==> config.mk <==
export PLATFORM = sky130hd
export DESIGN_NAME = pipe_delay_line
export DESIGN_NICKNAME = d
export VERILOG_FILES = /design/src/rtl/pipe_delay_line.sv
export SDC_FILE = /design/constraint.sdc
export NUM_CORES = 1
export LEC_CHECK = 0
export ABC_AREA = 0
export CAP_MARGIN = 20
export CORE_MARGIN = 8
export CORE_UTILIZATION = 24
export DETAILED_ROUTE_END_ITERATION = 8
export PLACE_DENSITY = 0.46
export SYNTH_ARGS = -nofsm -noshare
export SYNTH_HDL_FRONTEND = slang
export SYNTH_SLANG_ARGS = --single-unit
==> constraint.sdc <==
create_clock -name clk -period 1.27 [get_ports clk]
set_input_delay 0.254 -clock clk [delete_from_list [all_inputs] [get_ports clk]]
set_output_delay 0.254 -clock clk [all_outputs]
set_load 0.01 [all_outputs]
==> src/rtl/pipe_delay_line.sv <==
// Fixed-depth register delay line with a selectable output tap and per-stage valid bits.
// Optional occupancy counter (vld_cnt/full) is built only when PIPE_DELAY_LINE_CNT_EN is defined.
module pipe_delay_line #(
    parameter int WIDTH = 8,
    parameter int DEPTH = 4,
    parameter int SEL_W = 2
) (
    input  logic                       clk,
    input  logic                       rst_n,
    input  logic                       en,
    input  logic                       flush,
    input  logic [WIDTH-1:0]           din,
    input  logic                       din_vld,
    input  logic [SEL_W-1:0]           dly_sel,
    output logic [WIDTH-1:0]           dout,
    output logic                       dout_vld,
    output logic [$clog2(DEPTH+1)-1:0] vld_cnt,
    output logic                       full
);

    localparam int CNT_W = $clog2(DEPTH + 1);

    logic [WIDTH-1:0] data_q [DEPTH];
    logic [WIDTH-1:0] data_d [DEPTH];
    logic [DEPTH-1:0] vld_q;
    logic [DEPTH-1:0] vld_d;
    logic [SEL_W-1:0] tap_idx;

    // NOTE: every signal gets its hold value first, so no path through this block can infer a latch.
    always_comb begin
        data_d = data_q;
        vld_d  = vld_q;
        if (flush) begin
            for (int k = 0; k < DEPTH; k++) begin
                data_d[k] = '0;
            end
            vld_d = '0;
        end else if (en) begin
            data_d[0] = din;
            vld_d[0]  = din_vld;
            for (int k = 1; k < DEPTH; k++) begin
                data_d[k] = data_q[k-1];
                vld_d[k]  = vld_q[k-1];
            end
        end
    end

    // NOTE: the data registers are cleared on reset (not only the valid bits) because dout must read 0 after reset.
    always_ff @(posedge clk) begin
        if (!rst_n) begin
            for (int k = 0; k < DEPTH; k++) begin
                data_q[k] <= '0;
            end
            vld_q <= '0;
        end else begin
            // NOTE: non-blocking updates make every stage read its neighbour's old value, so a sample moves one stage per edge.
            data_q <= data_d;
            vld_q  <= vld_d;
        end
    end

    // Tap selects beyond the last stage clamp to the oldest stage.
    always_comb begin
        tap_idx = dly_sel;
        if (dly_sel > SEL_W'(DEPTH - 1)) begin
            tap_idx = SEL_W'(DEPTH - 1);
        end
    end

    assign dout     = data_q[tap_idx];
    assign dout_vld = vld_q[tap_idx];

`ifdef PIPE_DELAY_LINE_CNT_EN
    logic [CNT_W-1:0] cnt_q;
    logic [CNT_W-1:0] cnt_d;

    always_comb begin
        cnt_d = cnt_q;
        if (flush) begin
            cnt_d = '0;
        end else if (en) begin
            if (din_vld && !vld_q[DEPTH-1] && (cnt_q != CNT_W'(DEPTH))) begin
                cnt_d = cnt_q + CNT_W'(1);
            end else if (!din_vld && vld_q[DEPTH-1] && (cnt_q != '0)) begin
                cnt_d = cnt_q - CNT_W'(1);
            end
        end
    end

    always_ff @(posedge clk) begin
        if (!rst_n) begin
            cnt_q <= '0;
        end else begin
            cnt_q <= cnt_d;
        end
    end

    assign vld_cnt = cnt_q;
    assign full    = (cnt_q == CNT_W'(DEPTH));
`else
    assign vld_cnt = '0;
    assign full    = 1'b0;
`endif

endmodule

==> metrics.cfg <==
[outcome]
outcome=finished with violations
violations=setup timing

[sta]
hold_viol=0
clock.fmax_mhz=671.3
drv_slew=0
setup_viol=9
period_needed_ns=1.490
fin_tns_setup_ns=-1.782
timing.final.ws_setup_ns=-0.2197
finalCritPeriodShare_pct=117.3
rsz0062_at_grt=yes
finClkSkew_ns=0.006286

[grt]
grt_max_degree=37
grt_antenna_before_repair=0
grt_use_total_pct=8.095
grt_pass1_wl_um=5713
overflow=0
grt_pass1_vias=1251

[cells_and_area]
fin_util_pct=35.52
fin_nets=204
final_cell_mix=36 x mux2i_1, 36 x nor2_1, 32 x buf_4, 22 x dfxtp_1, 14 x dfxtp_2
fin_cells=267
drive_gt1_share_pct=42.11
n_antenna_cell=0
area_growth_pct=44.53
fill_cells=646

[synthesis]
synth-seq-cells=36
synth_top_area_cell=dfxtp_1
avgSynthCellArea_um2=11.60
synth_top_area_share_pct=46.72
synth_warnings=0
syn_area_mm2=0.001543
synthDistinctLibCells=10
postSynthCellCount=133
ys_top_cells_by_area=dfxtp_1 47%, mux2i_1 23%, mux4_2 13%
ys_seq_area_share_pct=46.72

[route]
wl_per_cell_um=12.84
wl_met1_um=1290
drc_errors=0
vias_per_cell=4.202
ant_nets=0
wl_met3_um=122
totalWireLength_um=3429
drt_iter0_drc=31
vias=1122
met2WireLength_um=1952
firstDrtPassIters=4
routed.top_layer=met4

[floorplan]
die_w_um=96.18
start_util_pct=24.58
rows=29
die_h_um=96.18
core_mm2=0.006277
io_pins=28
dieArea_mm2=0.009250

[worst_hold_path]
whs_path_depth=2
hp-class=register to register
hold_end=data_q[6]$_SDFFE_PP0P_
min_from=data_q[6]$_SDFFE_PP0P_

[cts]
tritoncts=done
htreeDepth=2
cts.sinks=36
cts_buffers=5
hold_buffers=0
clk_latency_ns=0.28
ctsRootBufferMaster=clkbuf_8
clockBufferDepth=2
clk_pin_slew_worst_paths_ns=0.07

[setup_path]
crit-reg2reg-launch=data_q[17]$_SDFFE_PP0P_
cp_max_fo=2
cp.required_ns=1.02
path_class=register to output port
ff2ff_setup_slack_ns=0.41
crit_path_end_kind=output port
ff2ff_path_depth=4
arrival_ns=1.24
r2r-end=data_q[9]$_SDFFE_PP0P_
startpoint_type=register

[pwr]
leakagePower_nw=0.9920
vdd_ir_drop_max_v=0.0004960
p_per_area_mw_per_mm2=1105

[placed_design]
dp.cells=253
dp_hpwl_um=2403
port_buffers=23
globalplace.congestion=0.6823

[job]
drv_cap=0

-- final cells by class --
cell class                 count  area (µm²)  area share (%)
clock buffer                   7       96.34           4.321
clock inverter                 1       30.03           1.347
multi-input combinational     86       719.4           32.27
sequential                    36       738.2           33.11
tap                           77       96.34           4.321
timing repair buffer          60       549.3           24.64
-- metal layers --
metal / vias to the layer above / track usage (%)
met3: 4 / 2.028
met4: 0 / 4.225
met1: 539 / 7.735
li1: 560 / -
met5: - / 0
met2: 19 / 15.49
-- cells by family (layout without fill, tap and decap cells) --
family,count (synthesis),count (layout),share of synthesized area [%]
flip-flops,36,36,46.72
multiplexers,45,45,36.50
buffers and inverters,14,68,7.380
AND/OR/NAND/NOR,37,37,9.165
other,1,4,0.2431
-- state kept, by name, indices dropped and copies added (netlist names) --
name	count
data_q	32
vld_q	4
-- report_power, final --
| group | total (mW) | switching (mW) | internal [mW] |
|---|---|---|---|
| combinational | 0.239 | 0.101 | 0.138 |
| sequential | 1.15 | 0.00617 | 1.14 |
| clock | 1.08 | 0.385 | 0.692 |
| total | 2.46 | 0.492 | 1.97 |
-- per-stage QoR --
step	power [mW]	cell area, µm²	worst slack, ns	hold WS (ns)
global route	2.581	2230	-0.2536	0.5288
finish	2.463	2230	-0.2197	0.4931
detailed placement	1.411	2032	-0.9318	0.4883
CTS	2.510	2203	-0.2317	0.5071
global placement	1.406	2032	-0.9114	0.4685
floorplan	1.316	1554	0.1052	0.4012
-- worst max path at each step --
stage,slack [ns],start,endpoint,cells after the start
after floorplan,0.11,dly_sel[0],dout[4],2
after CTS,-0.23,data_q[4]$_SDFFE_PP0P_,dout[4],2
after global placement,-0.91,dly_sel[0],dout[4],4
final,-0.22,data_q[4]$_SDFFE_PP0P_,dout[4],2
after global routing,-0.25,data_q[1]$_SDFFE_PP0P_,dout[1],2
after detailed placement,-0.93,dly_sel[0],dout[6],4
-- worst max-delay path: stages (launching register included) --
cell	delay (ns)
dfxtp_2	0.32
mux4_2	0.49
buf_6	0.14
-- synth_stat cells (all sizes together) --
cell type and instances:
clkbuf 1, mux4 9, buf 13, nand2b 1, nor2 36, conb 1, dfxtp 36, mux2i 36
-- what timing repair did --
| item | CTS | global route |
|---|---|---|
| buffers inserted | 4 | 2 |
| endpoints found under the setup margin | 9 | 9 |
| gates cloned | 0 | 0 |
| gates resized for setup | 58 | 9 |
| pin swaps | 0 | 0 |
Note: power is estimated with default switching activity, not from simulation.
